===== config.mk =====
export PLATFORM = sky130hd
export DESIGN_NAME = snes_vector_monitor
export DESIGN_NICKNAME = d
export VERILOG_FILES = /design/src/rtl/snes_vector_monitor.sv
export SDC_FILE = /design/constraint.sdc
export NUM_CORES = 1
export LEC_CHECK = 0
export CORE_MARGIN = 10
export CORE_UTILIZATION = 42
export DETAILED_ROUTE_END_ITERATION = 7
export DONT_BUFFER_PORTS = 1
export PLACE_DENSITY_LB_ADDON = 0.2
export SLEW_MARGIN = 10
export SYNTH_ARGS = -nofsm -noshare
export SYNTH_HDL_FRONTEND = slang
export SYNTH_SLANG_ARGS = --single-unit

===== constraint.sdc =====
create_clock -name clk -period 2.66 [get_ports clk]
set_input_delay 0.399 -clock clk [delete_from_list [all_inputs] [get_ports clk]]
set_output_delay 0.399 -clock clk [all_outputs]
set_load 0.02 [all_outputs]

===== src/rtl/snes_vector_monitor.sv =====
// Watches the synchronized A-bus for a two-byte CPU vector fetch (low byte, then high byte
// within a bounded window) and reports completed fetches as a registered hit pulse plus status.
//
// state     | meaning
// ----------+------------------------------------------------------------
// IDLE      | disarmed; target vector latched on exit
// WAIT_LO   | armed, waiting for the low-byte fetch of the target vector
// WAIT_HI   | low byte seen, waiting for high byte before the timer expires
// HOLD      | hit reported, waiting for host ack

module snes_vector_monitor #(
    parameter logic [15:0] RST_VEC = 16'hFFFC,
    parameter logic [15:0] NMI_VEC = 16'hFFEA,
    parameter logic [7:0]  TIMEOUT = 8'd200
) (
    input  logic        clk,
    input  logic        rst_n,
    input  logic        event_latch,
    input  logic [15:0] addr,
    input  logic        arm,
    input  logic        vec_sel,
    input  logic        ack,
    output logic        hit,
    output logic        pending,
    output logic [7:0]  hit_count,
    output logic        overflow,
    output logic [1:0]  state
);

    typedef enum logic [1:0] {
        S_IDLE    = 2'd0,
        S_WAIT_LO = 2'd1,
        S_WAIT_HI = 2'd2,
        S_HOLD    = 2'd3
    } state_t;

    state_t      state_q, state_d;
    logic [15:0] vec_q, vec_d;
    logic [7:0]  timer_q, timer_d;
    logic [7:0]  count_q, count_d;
    logic        hit_q, hit_d;
    logic        pending_q, pending_d;
    logic        overflow_q, overflow_d;

    logic [15:0] vec_hi;
    logic        ev_lo;
    logic        ev_hi;

    // 16-bit add wraps naturally, so a vector at FFFF pairs with 0000.
    assign vec_hi = vec_q + 16'd1;
    assign ev_lo  = event_latch && (addr == vec_q);
    assign ev_hi  = event_latch && (addr == vec_hi);

    always_comb begin
        state_d    = state_q;
        vec_d      = vec_q;
        timer_d    = timer_q;
        count_d    = count_q;
        hit_d      = 1'b0;
        pending_d  = pending_q;
        overflow_d = overflow_q;

        if (!arm) begin
            state_d    = S_IDLE;
            timer_d    = 8'd0;
            count_d    = 8'd0;
            pending_d  = 1'b0;
            overflow_d = 1'b0;
        end else begin
            case (state_q)
                S_IDLE: begin
                    state_d = S_WAIT_LO;
                    vec_d   = vec_sel ? NMI_VEC : RST_VEC;
                end
                S_WAIT_LO: begin
                    if (ev_lo) begin
                        state_d = S_WAIT_HI;
                        timer_d = TIMEOUT;
                    end
                end
                S_WAIT_HI: begin
                    // High-byte fetch wins even when the timer has just run out.
                    if (ev_hi) begin
                        state_d   = S_HOLD;
                        timer_d   = 8'd0;
                        hit_d     = 1'b1;
                        pending_d = 1'b1;
                        if (count_q != 8'hFF)
                            count_d = count_q + 8'd1;
                    end else if (ev_lo) begin
                        timer_d = TIMEOUT;
                    end else if (event_latch || (timer_q == 8'd0)) begin
                        state_d = S_WAIT_LO;
                        timer_d = 8'd0;
                    end else begin
                        timer_d = timer_q - 8'd1;
                    end
                end
                S_HOLD: begin
                    if (ack) begin
                        state_d   = S_WAIT_LO;
                        pending_d = 1'b0;
                    end else if (ev_lo) begin
                        overflow_d = 1'b1;
                    end
                end
                default: state_d = S_IDLE;
            endcase
        end
    end

    always_ff @(posedge clk or negedge rst_n) begin
        if (!rst_n) begin
            state_q    <= S_IDLE;
            vec_q      <= RST_VEC;
            timer_q    <= 8'd0;
            count_q    <= 8'd0;
            hit_q      <= 1'b0;
            pending_q  <= 1'b0;
            overflow_q <= 1'b0;
        end else begin
            state_q    <= state_d;
            vec_q      <= vec_d;
            timer_q    <= timer_d;
            count_q    <= count_d;
            hit_q      <= hit_d;
            pending_q  <= pending_d;
            overflow_q <= overflow_d;
        end
    end

    assign hit       = hit_q;
    assign pending   = pending_q;
    assign hit_count = count_q;
    assign overflow  = overflow_q;
    assign state     = state_q;

endmodule

* Word level (Yosys, flattened, before mapping)
Cells that the tools add are included.
Storage, ports and cells: register bits 37, output and inout bits 13, word-level logic and storage cells 69
Operators by class: add/sub/neg operators 3, equality and inequality tests 19, muxes and demuxes 29, reduce and logical (&&, ||, !) cells 11
Operator list (count):
- $mux 8 | 9
- $eq 16x16->1 | 2
- $add 16x1->16 const B | 1
- $pmux 8 s2 | 1
- $mux 2 | 6
- $mux 1 | 10
- $ne 2x1->1 const B | 5
- $ne 3x3->1 const B | 3
- $reduce_and 3->1 | 3
- $add 8x1->8 const B | 1
- $logic_not 8->1 | 1
- $ne 4x4->1 const B | 2
- $ne 8x8->1 const B | 1
- $pmux 2 s4 | 1
- $sub 8x1->8 const B | 1
- $ne 3x1->1 const B | 2
- $mux 5 | 1
- $eq 2x2->1 const B | 2
- $reduce_and 2->1 | 2
- $reduce_and 4->1 | 1
- $eq 2x1->1 const B | 1
- $logic_and 1x1->1 | 2
- $logic_not 2->1 | 1
- $ne 2x2->1 const B | 1
- 2 further kinds | 2

* Longest topological paths before layout
Gate-level depths: netlist of the first run.
depth after elaboration 7, mapped depth 9

* Worst setup path after synthesis of the first run
OpenSTA, ideal clock, no wires.
kind register to register, start point register state_q[0], in the netlist state[0], end point register timer_q[5], setup time 80 ps, arrival 1880 ps, required time 2580 ps, path slack 700 ps, stages on the path, launching flop included 9, path buffers 2, clock period less this slack 1960 ps, cells stage by stage dfrtp_1 > inv_1 > ha_1 > buf_2 > nand2_1 > or2_1 > clkbuf_1 > or4_4 > o211ai_2
On the way: word-level cells in the longest chain between the ends 3, elaborated cells on any way between the ends 7, classes of those cells eq/ne (4); mux (2); reduce/logical (1)
RTL lines:
- from (decl) | line 37 | state_t state_q, state_d;
- from (signal assigned) | line 122 | state_q <= state_d;
- $eq 2x2->1 / $eq 2x1->1 (equally long branches) | line 70 | case (state_q)
- $pmux 8 s2, or another cell as far along | line 70
- $mux 8 / $reduce_and 2->1 (equally long branches)
- to (signal assigned) | line 124 | timer_q <= timer_d;
- to (decl) | line 39 | logic [7:0] timer_q, timer_d;
Parallel ways exist; a longest one is shown, timed or not. A chain may end at the register's enable or synchronous reset.

* Worst setup path after layout of the first run
start point register state_q[0], in the netlist state[0], end point register count_q[5], in the netlist hit_count[5]
On the way: word-level cells in the longest chain between the ends 3
RTL lines:
- $eq 2x2->1 | line 70
- $ne 2x1->1 (no line)
- $reduce_and 3->1 (no line)
- to (signal assigned) | line 125 | count_q <= count_d;
- to (decl) | line 40 | logic [7:0] count_q, count_d;
No other way between the ends.

==> results.json, run 1 <==
{
  "vias_per_cell": 5.60,
  "tritoncts": "done",
  "areaGrowthSynthToFinish_pct": 4.25,
  "grt_overflow": 0,
  "grt_use_total_pct": 10.3,
  "maxCapViolCount": 0,
  "run_status": "finished clean",
  "io_pins": 35,
  "antenna_found_initial": 0,
  "irDropWorstVdd_uv": 297,
  "power_w": 0.000766,
  "yosysSeqAreaShare_pct": 38.4,
  "fillers": 309,
  "arrival_ns": 2.35,
  "fmax_mhz": 473,
  "hold_viol_final": 0,
  "crit_path_end_kind": "flop",
  "fin_area_mm2": 0.00157,
  "die_y_um": 79.8,
  "drive_gt1_share_pct": 9.88,
  "hold_class": "input port to flop",
  "num_vias": 1164,
  "post-route-min-period_ns": 2.12,
  "syn-num-nets": 191,
  "netlist_instances": 162,
  "routedWlPerCell_um": 15.4,
  "hpwl_um": 2450,
  "fin_nets": 192,
  "placed_cell_area_mm2": 0.00153,
  "core-area_mm2": 0.00339,
  "grt_first_pass_wirelength_um": 5490,
  "cts-resized-gates": 0,
  "cts.sinks": 23,
  "ys_ff_latch": 23,
  "ys_warn_count": 0,
  "postSynthAreaPerCell_um2": 9.27,
  "first_global_vias": 1139,
  "remaining_drc_errors": 0,
  "worst_setup_path_start_kind": "flop",
  "ctsLongestPathBuffers": 2,
  "wl_um": 3210,
  "critPathKind": "flop to flop",
  "antennaDiodeCount": 0,
  "die_x_um": 79.8,
  "finClkSkew_ns": 0.00840,
  "cp_max_fo": 10,
  "timing.final.crit_share_pct": 79.6,
  "setup_ws_ns": 0.544,
  "globalplace.congestion": 0.784,
  "tns_ns": 0,
  "slew_violations": 0,
  "worstMarginPinSlew_ns": 1.07,
  "crit_required_ns": 2.89,
  "path_clk_slew_ns": 0.14,
  "htree_levels": 1,
  "hold_buffers": 1,
  "pwr_density_cell_mw_per_mm2": 490,
  "cts_root_buf": "clkbuf_4",
  "relSlewSlack_pct": 28.2,
  "drt-initial-drc-count": 103,
  "num_rows": 21,
  "async_reset_ff_share_pct": 100,
  "grt_max_degree": 25,
  "setup_violations": 0,
  "numCtsBuffers": 3,
  "p_leak_nw": 0.676,
  "io_buffers": 0,
  "fin_util_pct": 46.2,
  "drtPass1Iterations": 4,
  "synth.distinct_cells": 45,
  "yosys_most_used_dff": "dfrtp_1",
  "clk_latency_ns": 0.32,
  "initial_core_util_pct": 44.3,
  "die_area_mm2": 0.00637,
  "pre_cts_slack_ns": 0.529,
  "rsz0062_at_grt": "false",
  "ant_nets": 0,
  "postCtsSetupBuffers": 0,
  "synth-edff-count": 0,
  "syn_area_mm2": 0.00150
}
-- critical path: stages, from the launching register on --
cell,delay (ns)
dfrtp_1,0.51
inv_1,0.15
ha_1,0.37
nand4_1,0.34
nor4_1,0.40
xor2_1,0.10
and2_1,0.17
-- synthesized netlist by cell type (2+ instances only) --
| cell | instances | share of area (%) |
|---|---|---|
| o32ai_1 | 2 | 1.2 |
| nor3_1 | 3 | 1.0 |
| a21boi_0 | 2 | 1.0 |
| clkbuf_1 | 3 | 0.75 |
| nand2_1 | 21 | 5.3 |
| nand2b_1 | 2 | 0.83 |
| a21oi_4 | 2 | 2.2 |
| ha_1 | 7 | 5.8 |
| mux2i_1 | 5 | 3.3 |
| dfrtp_1 | 22 | 37 |
| and2_1 | 6 | 2.5 |
| inv_1 | 11 | 2.8 |
| nor4_1 | 7 | 2.9 |
| xor2_1 | 5 | 2.9 |
| o2bb2ai_1 | 2 | 1.2 |
| nand4_1 | 5 | 2.1 |
| o31ai_1 | 4 | 2.0 |
| nor2_1 | 7 | 1.8 |
| o21a_1 | 2 | 1.0 |
| o21ai_0 | 6 | 2.0 |
| a21oi_1 | 7 | 2.3 |
| o22ai_1 | 3 | 1.3 |
| nand3_1 | 6 | 2.0 |
-- power breakdown --
| group | internal, W | switching (W) | leakage, nW |
|---|---|---|---|
| sequential | 0.000377 | 0.0000325 | 0.312 |
| combinational | 0.0000824 | 0.000102 | 0.349 |
| clock | 0.0000574 | 0.000115 | 0.0139 |
-- metal layers --
layer  vias to the layer above  share of wire, %  global-route usage, %
li1                        581                 -                      -
met1                       558                45                   13.8
met2                        23                49                   15.7
met3                         2               5.6                   2.82
met4                         0              0.44                   3.17
met5                         -                 0                      0
-- final cells by class --
cell class | instances | area [um2] | share of cell area, %
multi-input cells | 122 | 842 | 53.8
flip-flops and latches | 23 | 577 | 36.9
well taps | 46 | 57.6 | 3.68
inverters | 11 | 41.3 | 2.64
clock buffers | 3 | 22.5 | 1.44
repair buffers | 2 | 17.5 | 1.12
clock inverters | 1 | 7.51 | 0.480
-- registers in the layout, summed over array words and instances, names as in the netlist --
register   flops
pending        1
vec_q          2
hit_count      8
timer_q        8
state          2
hit            1
overflow       1
-- through the flow --
step / std cells / hold WS [ns]
floorplan: 162 / 0.103
finish: 208 / 0.136
detailed placement: 203 / 0.105
global placement: 203 / 0.105
CTS: 208 / 0.119
global route: 208 / 0.114
-- path summary, 6_finish.rpt --
| check | start | to | slack [ns] | depth (start not counted) |
|---|---|---|---|---|
| hold reg to reg | vec_q[2] | vec_q[2] | 0.54 | 2 |
| min in group asynchronous | rst_n | timer_q[5] | 0.71 | 1 |
| setup reg to reg | state[0] | hit_count[5] | 0.54 | 6 |
| max in group asynchronous | rst_n | state[1] | 1.31 | 1 |
| hold / removal | vec_sel | vec_q[2] | 0.14 | 1 |
| setup / recovery | state[0] | hit_count[5] | 0.54 | 6 |
-- placed cells by master (no fill, tap or decap), types with 2 or more instances in the layout --
cell,count
a21oi_4,2
nor3_1,3
a21oi_1,7
nand4_1,5
nor4_1,7
a21boi_0,2
nor2_1,7
o21ai_0,6
nand2_1,21
clkbuf_4,3
nand2b_1,2
o31ai_1,4
ha_1,7
and2_1,6
inv_1,11
dfrtp_1,22
o32ai_1,2
xor2_1,5
o22ai_1,3
o2bb2ai_1,2
nand3_1,6
mux2i_1,5
o21a_1,2
-- logic make-up after synthesis --
kind of cell               count (synthesis)  synth area share, %
xor gates and xnor gates                   6                 3.50
buffers and inverters                     17                 5.50
muxes                                      6                 4.08
adders and majority gates                  7                 5.83
AOI/OAI and AO/OA                         36                 17.7
and+or+nand+nor                           67                 25.0
DFF                                       23                 38.4
No activity file was read; power rests on OpenSTA's default activity.
==> run 2: changes to the inputs <==
Clock period 2.66 ns to 2.05 ns, I/O delays scaled along.
==> run 2 against run 1 <==
Compared with the run above: largest power group unchanged; register-to-register slack worse by 0.45 ns; utilization up 3.9 points; critical path type unchanged; die area unchanged; cell count up 6.7%; critical path depth unchanged.
==> results.json, run 2 (synthesized netlist as in run 1, its figures left out) <==
{
  "cts_root_buf": "clkbuf_4",
  "initial_core_util_pct": 44.3,
  "worstHoldStart": "vec_sel",
  "wl_um": 3530,
  "cts.sinks": 23,
  "final_cell_mix": "22 x dfrtp_1, 21 x nand2_1, 14 x buf_4, 11 x inv_1",
  "pwr_density_cell_mw_per_mm2": 611,
  "hold_viol_final": 0,
  "layout_commonest_cell": "dfrtp_1",
  "grt_max_degree": 25,
  "clk_latency_ns": 0.32,
  "fin_cells": 222,
  "drt-initial-drc-count": 49,
  "routedWlPerCell_um": 15.9,
  "critPathKind": "flop to flop",
  "p_leak_nw": 0.754,
  "die_y_um": 79.8,
  "regToRegStartpoint": "vec_q[2]",
  "num_vias": 1244,
  "maxCapViolCount": 0,
  "dp.cells": 212,
  "arrival_ns": 2.21,
  "antenna_found_initial": 0,
  "relSlewSlack_pct": 28.8,
  "cp_max_fo": 6,
  "io_pins": 35,
  "ctsLongestPathBuffers": 2,
  "ant_nets": 0,
  "worst_setup_path_start_kind": "flop",
  "htree_levels": 1,
  "run_status": "finished clean",
  "tns_ns": 0,
  "grt_first_pass_wirelength_um": 5820,
  "slew_violations": 0,
  "tritoncts": "done",
  "grt_use_total_pct": 11.1,
  "worstMarginPinSlew_ns": 1.06,
  "crit_top_cell": "a21oi_4",
  "cp_slowest_stage_delay_ns": 0.52,
  "vias_per_cell": 5.60,
  "drtPass1Iterations": 4,
  "slowest_stage": "or4_4",
  "first_global_vias": 1235,
  "rsz0062_at_grt": "true",
  "hpwl_um": 2690,
  "numCtsBuffers": 3,
  "core-area_mm2": 0.00339,
  "die_x_um": 79.8,
  "io_buffers": 0,
  "setup_violations": 0,
  "finClkSkew_ns": 0.00484,
  "globalplace.congestion": 0.820,
  "irDropWorstVdd_uv": 373,
  "remaining_drc_errors": 0,
  "placed_cell_area_mm2": 0.00159,
  "post-route-min-period_ns": 1.96,
  "pre_cts_slack_ns": 0.0312,
  "crit_path_end_kind": "flop",
  "areaGrowthSynthToFinish_pct": 13.0,
  "cp-startpoint": "vec_q[2]",
  "path_clk_slew_ns": 0.14,
  "crit_required_ns": 2.30,
  "hold_class": "input port to flop",
  "fin_area_mm2": 0.00170,
  "grt_overflow": 0,
  "fmax_mhz": 511,
  "antennaDiodeCount": 0,
  "fin_nets": 206,
  "drive_gt1_share_pct": 19.3,
  "fillers": 327,
  "crit_chain": "or3_4 > a21oi_4 > and3b_4 > a21oi_4 > or4_4 > o211ai_2",
  "setup_ws_ns": 0.0928,
  "num_rows": 21,
  "timing.final.crit_share_pct": 95.5,
  "die_area_mm2": 0.00637
}
==> run 2: routing by layer <==
metal	share of wire, %	global-route usage, %	wire [um]
met1	42	13.5	1470
met2	53	18.4	1860
met3	5.2	4.39	184
met4	0.45	1.58	16
met5	0	0	0
==> run 2: report_power, final <==
| part | leakage, nW | switching, W | internal [W] |
|---|---|---|---|
| combinational | 0.428 | 0.000162 | 0.000137 |
| clock | 0.0139 | 0.000147 | 0.0000745 |
| sequential | 0.312 | 0.0000270 | 0.000489 |
==> run 2: final timing paths <==
kind / to / slack, ns / depth (start not counted)
max: timer_q[5] / 0.09 / 6
min: vec_q[2] / 0.04 / 1
max reg2reg: timer_q[5] / 0.09 / 6
min reg2reg: vec_q[2] / 0.55 / 2
max in group asynchronous: timer_q[1] / 0.80 / 1
min in group asynchronous: hit_count[0] / 0.61 / 1
==> run 2: layout make-up <==
| type | count | area (um2) | share of cell area [%] |
|---|---|---|---|
| multi-input combinational | 122 | 865 | 51.0 |
| sequential | 23 | 577 | 34.0 |
| timing repair buffer | 16 | 126 | 7.45 |
| tap | 46 | 57.6 | 3.39 |
| inverter | 11 | 41.3 | 2.43 |
| clock buffer | 3 | 22.5 | 1.33 |
| clock inverter | 1 | 7.51 | 0.442 |
==> run 2: through the flow <==
step	total power, W	hold WS (ns)	util [%]
2_1_floorplan	0.000734	0.0119	-
3_3_place_gp	0.000786	0.0131	47.0
3_5_place_dp	0.000794	0.0132	47.0
4_1_cts	0.00103	0.0249	48.2
5_1_grt	0.00111	0.00963	50.1
6_report	0.00104	0.0427	50.1
==> run 2: critical path: cells and delay by family (launching register included) <==
family,cells,cell delay (ns)
flops,1,0.40
compound gates,3,0.32
simple gates,3,1.17
==> run 2: repair_timing <==
item | in CTS | in global routing
gates resized for setup | 0 | 5
hold buffers | 1 | 0
hold endpoints to repair | 23 | 0
setup endpoints to repair | 0 | 12
setup buffers | 0 | 5
==> run 3: changes to the inputs <==
--- a/config.mk
+++ b/config.mk
@@ -12,2 +12,3 @@
 export PLACE_DENSITY_LB_ADDON = 0.2
+export SETUP_SLACK_MARGIN = 0.02
 export SLEW_MARGIN = 10
==> constraint.sdc (replaced) <==
create_clock -name clk -period 2.1 [get_ports clk]
set_input_delay 0.21 -clock clk [delete_from_list [all_inputs] [get_ports clk]]
set_output_delay 0.21 -clock clk [all_outputs]
set_load 0.02 [all_outputs]
==> run 3 against run 2 <==
Compared with the run above: utilization increased by 0.81 points; cell count is 0.90% higher; critical path depth did not move; critical path type unchanged.
==> results.json, run 3 (synthesized netlist as in run 1, its figures left out) <==
{
  "run_status": "finished clean",
  "hpwl_um": 2530,
  "num_rows": 21,
  "grt_max_degree": 24,
  "path_clk_slew_ns": 0.12,
  "finClkSkew_ns": 0.00403,
  "setup_violations": 0,
  "seq_area_um2": 577,
  "path_delay_family": "simple AND/OR/NAND/NOR gates",
  "fillers": 318,
  "power_frac_clock_pct": 20.0,
  "tns_ns": 0,
  "rr_worst_depth": 6,
  "wl_um": 3470,
  "p_leak_nw": 0.763,
  "grt_overflow": 0,
  "regToRegStartpoint": "vec_q[2]",
  "layout_commonest_cell": "dfrtp_1",
  "globalplace.congestion": 0.809,
  "numCtsBuffers": 3,
  "ctsLongestPathBuffers": 2,
  "worst_setup_path_start_kind": "flop",
  "placed_cell_area_mm2": 0.00157,
  "worstHoldStart": "arm",
  "die_area_mm2": 0.00637,
  "worstMarginPinSlew_ns": 1.07,
  "clk_latency_ns": 0.31,
  "hold_viol_final": 0,
  "grt_use_total_pct": 10.6,
  "p_int_w": 0.000684,
  "htree_levels": 1,
  "areaGrowthSynthToFinish_pct": 14.8,
  "arrival_ns": 2.24,
  "switching_share_pct": 31.4,
  "antenna_found_initial": 0,
  "critPathKind": "flop to flop",
  "route.met3.wl_um": 236,
  "hold_depth": 1,
  "combPwrFrac_pct": 28.8,
  "holdPathEnd": "timer_q[7]",
  "irDropWorstVdd_uv": 316,
  "final_cell_mix": "22 x dfrtp_1, 21 x nand2_1, 12 x buf_4, 11 x inv_1",
  "cp_max_fo": 8,
  "crit_required_ns": 2.34,
  "drtPass1Iterations": 4,
  "vias_per_cell": 5.48,
  "timing.final.crit_share_pct": 95.0,
  "cts_root_buf": "clkbuf_4",
  "power_frac_seq_pct": 51.1,
  "hold_class": "input port to flop",
  "multi_input_area_um2": 871,
  "crit_path_end_kind": "flop",
  "relSlewSlack_pct": 28.7,
  "die_y_um": 79.8,
  "ant_nets": 0,
  "reg2reg_slack_ns": 0.10,
  "core-area_mm2": 0.00339,
  "slew_violations": 0,
  "fin_hold_ws_ns": 0.0181,
  "timing.rr.end": "timer_q[5]",
  "num_vias": 1228,
  "grt_first_pass_wirelength_um": 5510,
  "first_global_vias": 1179,
  "remaining_drc_errors": 0,
  "die_x_um": 79.8,
  "antennaDiodeCount": 0,
  "top_layer": "met4",
  "cp_slowest_stage_delay_ns": 0.51,
  "fin_nets": 208,
  "met1_length_um": 1430,
  "post-route-min-period_ns": 2.00,
  "fmax_mhz": 501,
  "fin_area_mm2": 0.00172,
  "io_buffers": 0,
  "cts.sinks": 23,
  "pwr_density_cell_mw_per_mm2": 578,
  "tritoncts": "done",
  "routedWlPerCell_um": 15.5,
  "wl_met2_um": 1780,
  "slowest_stage": "or4_4",
  "maxCapViolCount": 0,
  "io_pins": 35,
  "crit_top_cell": "a21oi_4",
  "crit_chain": "or3_4 > a21oi_4 > and3b_4 > a21oi_4 > or4_4 > o211ai_2",
  "initial_core_util_pct": 44.3,
  "drt-initial-drc-count": 38,
  "path_buf_inv": 0,
  "rsz0062_at_grt": "false",
  "drive_gt1_share_pct": 18.0,
  "p_sw_w": 0.000313
}
==> run 3: per-layer routing <==
metal	GRT usage, %	vias up
li1	-	614
met1	12.4	588
met2	17.6	24
met3	4.84	2
met4	2.11	0
met5	0	-
==> run 3: worst max path at each step <==
stage	cells past startpoint	slack [ns]	endpoint	from
CTS	6	0.06	timer_q[5]	vec_q[1]
global route	6	0.04	timer_q[5]	vec_q[2]
detailed placement	6	0.09	timer_q[5]	vec_q[2]
global placement	6	0.11	timer_q[5]	vec_q[1]
floorplan	8	0.14	timer_q[5]	state[0]
finish	6	0.10	timer_q[5]	vec_q[2]
==> run 3: final cells by class <==
type                            instances  area share [%]
Tap cell                               46            3.34
Clock inverter                          1           0.290
Timing Repair Buffer                   18            8.71
Sequential cell                        23            33.5
Multi-Input combinational cell        122            50.5
Inverter                               11            2.39
Clock buffer                            3            1.31
==> run 3: power by group through the flow <==
stage | combinational (W) | clock (W) | sequential [W]
after floorplan | 0.000198 | 0 | 0.000518
after global placement | 0.000248 | 0 | 0.000511
after detailed placement | 0.000250 | 0 | 0.000514
final | 0.000287 | 0.000199 | 0.000510
after global routing | 0.000318 | 0.000239 | 0.000514
after CTS | 0.000274 | 0.000216 | 0.000505
==> run 3: per-stage QoR <==
stage                     power [W]  cells  util [%]  setup slack [ns]
after floorplan            0.000717    162         -             0.140
after global placement     0.000760    209      46.3             0.113
after detailed placement   0.000764    209      46.3            0.0939
after CTS                  0.000996    217      48.3            0.0578
after global routing        0.00107    224      50.9            0.0357
final                      0.000996    224      50.9             0.105
==> run 3: what timing repair did <==
action	4_1_cts	5_1_grt
setup buffers	0	5
endpoints found under the hold margin	26	7
resized for setup	0	5
hold buffers	4	2
setup endpoints to repair	0	10
